$ cat src/rtl/mux16_scan_ctrl_if.sv
// Host and mux-side signal bundle for mux16_scan_ctrl.
// master = host/mux model driving requests and mux_out; slave = the controller.
interface mux16_scan_ctrl_if;
  logic        start;
  logic [15:0] mask;
  logic        abort;
  logic        mux_out;
  logic [3:0]  mux_sel;
  logic        mux_en_n;
  logic        busy;
  logic        done;
  logic [15:0] result;

  modport master (
    output start, mask, abort, mux_out,
    input  mux_sel, mux_en_n, busy, done, result
  );

  modport slave (
    input  start, mask, abort, mux_out,
    output mux_sel, mux_en_n, busy, done, result
  );
endinterface

$ cat src/rtl/mux16_scan_ctrl.sv
// Round-robin scan of a channel mask over a 16:1 inverting mux; one SEEK plus SETTLE enable cycles per channel.
// No backpressure: start is accepted only in IDLE, abort cancels a running scan on the next edge.
module mux16_scan_ctrl #(
  parameter int unsigned SETTLE = 2
) (
  input logic              clk,
  input logic              rst_n,
  mux16_scan_ctrl_if.slave bus
);

  typedef enum logic [1:0] {
    ST_IDLE   = 2'd0,
    ST_SEEK   = 2'd1,
    ST_SETTLE = 2'd2,
    ST_DONE   = 2'd3
  } state_t;

  localparam logic [3:0] LP_LAST = 4'(SETTLE - 1);

  state_t      r_state;
  logic [3:0]  r_sel;
  logic [3:0]  r_ptr;
  logic [3:0]  r_cnt;
  logic [15:0] r_pend;
  logic [15:0] r_result;

  state_t      w_state_nxt;
  logic [3:0]  w_sel_nxt;
  logic [3:0]  w_ptr_nxt;
  logic [3:0]  w_cnt_nxt;
  logic [15:0] w_pend_nxt;
  logic [15:0] w_result_nxt;

  logic        w_found;
  logic [3:0]  w_seek_idx;

  // First pending channel at or after the pointer, wrapping 15 -> 0.
  always_comb begin
    logic [3:0] w_idx;
    w_found    = 1'b0;
    w_seek_idx = r_ptr;
    w_idx      = r_ptr;
    for (int i = 0; i < 16; i++) begin
      w_idx = r_ptr + 4'(i);
      if (!w_found && r_pend[w_idx]) begin
        w_found    = 1'b1;
        w_seek_idx = w_idx;
      end
    end
  end

  always_ff @(posedge clk or negedge rst_n) begin
    if (!rst_n) begin
      r_state  <= ST_IDLE;
      r_sel    <= 4'd0;
      r_ptr    <= 4'd0;
      r_cnt    <= 4'd0;
      r_pend   <= 16'd0;
      r_result <= 16'd0;
    end else begin
      r_state  <= w_state_nxt;
      r_sel    <= w_sel_nxt;
      r_ptr    <= w_ptr_nxt;
      r_cnt    <= w_cnt_nxt;
      r_pend   <= w_pend_nxt;
      r_result <= w_result_nxt;
    end
  end

  always_comb begin
    w_state_nxt  = r_state;
    w_sel_nxt    = r_sel;
    w_ptr_nxt    = r_ptr;
    w_cnt_nxt    = r_cnt;
    w_pend_nxt   = r_pend;
    w_result_nxt = r_result;

    case (r_state)
      ST_IDLE: begin
        if (bus.start) begin
          w_result_nxt = 16'd0;
          if (bus.mask != 16'd0) begin
            w_pend_nxt  = bus.mask;
            w_state_nxt = ST_SEEK;
          end else begin
            w_state_nxt = ST_DONE;
          end
        end
      end

      ST_SEEK: begin
        if (bus.abort) begin
          w_pend_nxt  = 16'd0;
          w_state_nxt = ST_IDLE;
        end else begin
          w_sel_nxt   = w_seek_idx;
          w_cnt_nxt   = 4'd0;
          w_state_nxt = ST_SETTLE;
          if (w_found) begin
            w_pend_nxt[w_seek_idx] = 1'b0;
          end
        end
      end

      ST_SETTLE: begin
        // Abort beats a coincident capture: nothing is written on that edge.
        if (bus.abort) begin
          w_pend_nxt  = 16'd0;
          w_state_nxt = ST_IDLE;
        end else if (r_cnt == LP_LAST) begin
          w_result_nxt[r_sel] = ~bus.mux_out;
          w_ptr_nxt           = r_sel + 4'd1;
          w_state_nxt         = (r_pend != 16'd0) ? ST_SEEK : ST_DONE;
        end else begin
          w_cnt_nxt = r_cnt + 4'd1;
        end
      end

      ST_DONE: begin
        w_state_nxt = ST_IDLE;
      end

      default: begin
        w_state_nxt = ST_IDLE;
      end
    endcase
  end

  assign bus.mux_sel  = r_sel;
  assign bus.mux_en_n = (r_state != ST_SETTLE);
  assign bus.busy     = (r_state == ST_SEEK) || (r_state == ST_SETTLE);
  assign bus.done     = (r_state == ST_DONE);
  assign bus.result   = r_result;

endmodule
$ cat src/flat_wrapper.sv
// flat-port wrapper written by rule: the top's interface ports become plain ports
module mux16_scan_ctrl_flat 
#(
  parameter int unsigned SETTLE = 2
)
  (clk, rst_n, bus_start, bus_mask, bus_abort, bus_mux_out, bus_mux_sel, bus_mux_en_n, bus_busy, bus_done, bus_result);
  mux16_scan_ctrl_if bus_i ();
  input logic clk;
  input logic rst_n;
  input wire logic [$bits(bus_i.start)-1:0] bus_start;
  input wire logic [$bits(bus_i.mask)-1:0] bus_mask;
  input wire logic [$bits(bus_i.abort)-1:0] bus_abort;
  input wire logic [$bits(bus_i.mux_out)-1:0] bus_mux_out;
  output wire logic [$bits(bus_i.mux_sel)-1:0] bus_mux_sel;
  output wire logic [$bits(bus_i.mux_en_n)-1:0] bus_mux_en_n;
  output wire logic [$bits(bus_i.busy)-1:0] bus_busy;
  output wire logic [$bits(bus_i.done)-1:0] bus_done;
  output wire logic [$bits(bus_i.result)-1:0] bus_result;
  assign bus_i.start = bus_start;
  assign bus_i.mask = bus_mask;
  assign bus_i.abort = bus_abort;
  assign bus_i.mux_out = bus_mux_out;
  assign bus_mux_sel = bus_i.mux_sel;
  assign bus_mux_en_n = bus_i.mux_en_n;
  assign bus_busy = bus_i.busy;
  assign bus_done = bus_i.done;
  assign bus_result = bus_i.result;
  mux16_scan_ctrl #(.SETTLE(SETTLE)) u_core (.clk(clk), .rst_n(rst_n), .bus(bus_i));
endmodule
$ cat config.mk
export PLATFORM = sky130hd
export DESIGN_NAME = mux16_scan_ctrl_flat
export DESIGN_NICKNAME = d
export VERILOG_FILES = /design/src/rtl/mux16_scan_ctrl_if.sv /design/src/rtl/mux16_scan_ctrl.sv /design/src/flat_wrapper.sv
export SDC_FILE = /design/constraint.sdc
export NUM_CORES = 1
export LEC_CHECK = 0
export BUFFER_PORTS_ARGS = -buffer_cell sky130_fd_sc_hd__buf_2
export CORE_ASPECT_RATIO = 0.8
export CORE_MARGIN = 8
export CORE_UTILIZATION = 40
export DETAILED_ROUTE_END_ITERATION = 10
export PLACE_DENSITY_LB_ADDON = 0.1
export SLEW_MARGIN = 5
export SYNTH_ARGS = -nofsm -noshare
export SYNTH_HDL_FRONTEND = slang
export SYNTH_SLANG_ARGS = --single-unit
$ cat constraint.sdc
create_clock -name clk -period 16.95 [get_ports clk]
set_clock_uncertainty 0.2 [all_clocks]
set_input_delay 2.5425 -clock clk [delete_from_list [all_inputs] [get_ports clk]]
set_output_delay 2.5425 -clock clk [all_outputs]
set_load 0.1 [all_outputs]
==> flow_summary.yaml <==
yosys:
  syn-mean-instance-area_um2: 8.880
  syn_area_um2: 4920
  synthDistinctLibCells: 63
  yosysSeqAreaShare: 0.2340
  yosys-top-cells-count: "83 x nand2_1, 46 x dfrtp_1, 37 x mux2i_1, 36 x mux4_2, 35 x o21ai_0"
  synth_area_leader_cell: "dfrtp_1"
  synthesis.nets: 592
  synthTopCellsByArea: "dfrtp_1 23%, mux4_2 16%, mux2i_1 7.5%"
  synth-edff-count: 0
  yosysMostFrequentCell: "nand2_1"
  synth.ff_latch_count: 46
  number_of_warnings_printed_during_yosys_synthesis: 0
  postSynthCellCount: 554
  yosys_top_cell_area_share: 0.2340
  postSynth.asyncResetShare: 1.000
  synth_flop_cell: "dfrtp_1"
final_layout:
  fillCellCount: 1162
  layout-drive-gt1-share: 0.1852
  syn_to_final_growth_pct: 9.613
  diodes: 0
  num-nets-final: 621
cts:
  postCtsResizedCells: 0
  cts_tree: "yes"
  clock_tree.root_cell: "clkbuf_16"
  clk_path_buf_depth: 2
  cts_buffers: 5
  hold_buffers: 0
  cts_setup_buffers: 0
  clock-sinks: 46
  clkSlewWorstSetupHoldPaths_ps: 60
  worstSkewPairLatency_ps: 290
  cts-htree-levels: 2
drt:
  vias_per_cell: 6.340
  totalWireLength_um: 15100
  number_of_nets_with_antenna_violations_after_routing: 0
  drtIter0Drc: 579
  drt_pass1_iterations: 6
  post_drt_wl_per_cell_um: 20.55
  vias: 4660
  post-route-drc-count: 0
sta:
  setup_total_negative_slack_ps: 0
  timing.max_slew.rel_slack: 0.1910
  max_freq_mhz: 147.7
  grt_setup_unrepaired: "false"
  min_period_ps: 6772
  final.period_utilization: 0.3995
  tightest_slew_ps: 1211
  drv_slew: 0
  finalHoldViolations: 0
  setup_viol_count_final: 0
grt:
  grt.overflow.total: 0
  grt_first_pass_wirelength_um: 24320
  groute.usage.overall: 0.1865
  number_of_global_route_vias_before_repair: 4457
  grt_antenna_before_repair: 0
  largest_net_degree_at_the_start_of_global_routing: 47
floorplan:
  floorplan.initialDensity: 0.4075
  ports_placed_on_the_boundary: 44
  die_width_um: 140.0
  dieArea_um2: 16130
  core.rowCount: 36
  coreArea_um2: 12070
  die_h_um: 115.2
placed_design:
  gpl.final_weighted_congestion: 0.8778
  hpwl_um: 11100
  port_buffers: 43
outcome:
  status: "finished clean"
critical_path:
  critical_path_at_ps: 6750
  critical_path.startpoint_type: "flop"
  path_max_fanout: 33
  required_time_at_the_worst_slack_endpoint_ps: 16930
  critical_path_class: "reg -> reg"
  critPathCaptureType: "flop"
job:
  max_cap_violations: 0
hold_path:
  timing.hold.worst.class: "reg -> reg"
## cells in the final DEF (no fill, tap or decap), drive strengths merged, types with 7 or more instances in the layout
master / synthesis / layout
buf: 11 / 52
mux4: 36 / 36
ha: 17 / 17
nor4: 11 / 11
nand2b: 8 / 8
o21ai: 39 / 39
nand3: 9 / 9
mux2i: 37 / 37
a21oi: 27 / 27
nor2b: 14 / 14
nor2: 27 / 27
nor3: 14 / 14
inv: 17 / 17
dfrtp: 46 / 46
a22oi: 13 / 13
nand2: 83 / 83
or3: 7 / 7
xnor2: 7 / 7
## final timing paths
check / startpoint / to / slack, ps / cells after the start
max: u_core.r_ptr[0]$_DFFE_PN0P_ / u_core.r_pend[8]$_DFFE_PN0P_ / 10180 / 12
min: u_core.bus.result[3]$_DFFE_PN0P_ / u_core.bus.result[3]$_DFFE_PN0P_ / 310 / 2
max reg2reg: u_core.r_ptr[0]$_DFFE_PN0P_ / u_core.r_pend[8]$_DFFE_PN0P_ / 10180 / 12
min reg2reg: u_core.bus.result[3]$_DFFE_PN0P_ / u_core.bus.result[3]$_DFFE_PN0P_ / 310 / 2
max in group asynchronous: rst_n / u_core.r_ptr[2]$_DFFE_PN0P_ / 13990 / 2
min in group asynchronous: rst_n / u_core.bus.result[10]$_DFFE_PN0P_ / 2130 / 2
## sequential cells by signal (all words and copies together), names as in the netlist
name                cells
u_core.r_ptr            4
u_core.r_state          2
u_core.r_pend          16
u_core.bus.result      16
u_core.r_cnt            4
u_core.bus.mux_sel      4
## worst max-delay path: stages, from the launching register on
cell and delay [ps]:
dfrtp_1 320, buf_4 430, clkinv_1 380, ha_1 960, mux4_2 660, mux4_2 630
or4_1 720, nor4_1 590, a221oi_1 230, xnor2_1 830, nor2b_1 360, a21oi_1 110
a211o_1 230
## area by class of cell
type,count,area (um^2),area share
repair buffers,52,282.8,0.05244
clock inverters,1,7.507,0.001392
well taps,152,190.2,0.03527
flip-flops and latches,46,1151,0.2135
multi-input cells,460,3565,0.6610
inverters,18,67.56,0.01253
clock buffers,6,128.9,0.02390
## per-stage QoR
| step | cell area, um^2 | instances | utilization | hold slack, ps | setup slack (ps) |
|---|---|---|---|---|---|
| global route | 5393 | 735 | 0.4467 | 337.3 | 9752 |
| global placement | 5256 | 728 | 0.4354 | 284.0 | 10370 |
| CTS | 5393 | 735 | 0.4467 | 306.3 | 10250 |
| finish | 5393 | 735 | 0.4467 | 305.8 | 10180 |
| floorplan | 4920 | 554 | - | 294.7 | 11560 |
| detailed placement | 5256 | 728 | 0.4354 | 292.0 | 10230 |
## cell families (layout without fill, tap and decap cells)
kind of cell | Yosys count | after routing | share of synthesized area
AND/OR/NAND/NOR | 200 | 200 | 0.1968
AO/OA/AOI/OAI | 152 | 152 | 0.2093
multiplexers | 79 | 79 | 0.2538
buffers and inverters | 48 | 77 | 0.04145
flip-flops | 46 | 46 | 0.2340
adder cells (fa/ha/maj) | 17 | 17 | 0.04323
XOR/XNOR | 12 | 12 | 0.02136
## layer usage
layer  global-route usage  wire [um]  up-vias
li1                     -          -     2174
met1               0.2646       7271     2287
met2               0.2924       6658      184
met3              0.03320       1013       15
met4              0.03608        160        0
met5                    0          0        -
Power is left out: the tool's default activity adds up to more than one toggle a clock period on the data nets, which glitch-free logic cannot reach.
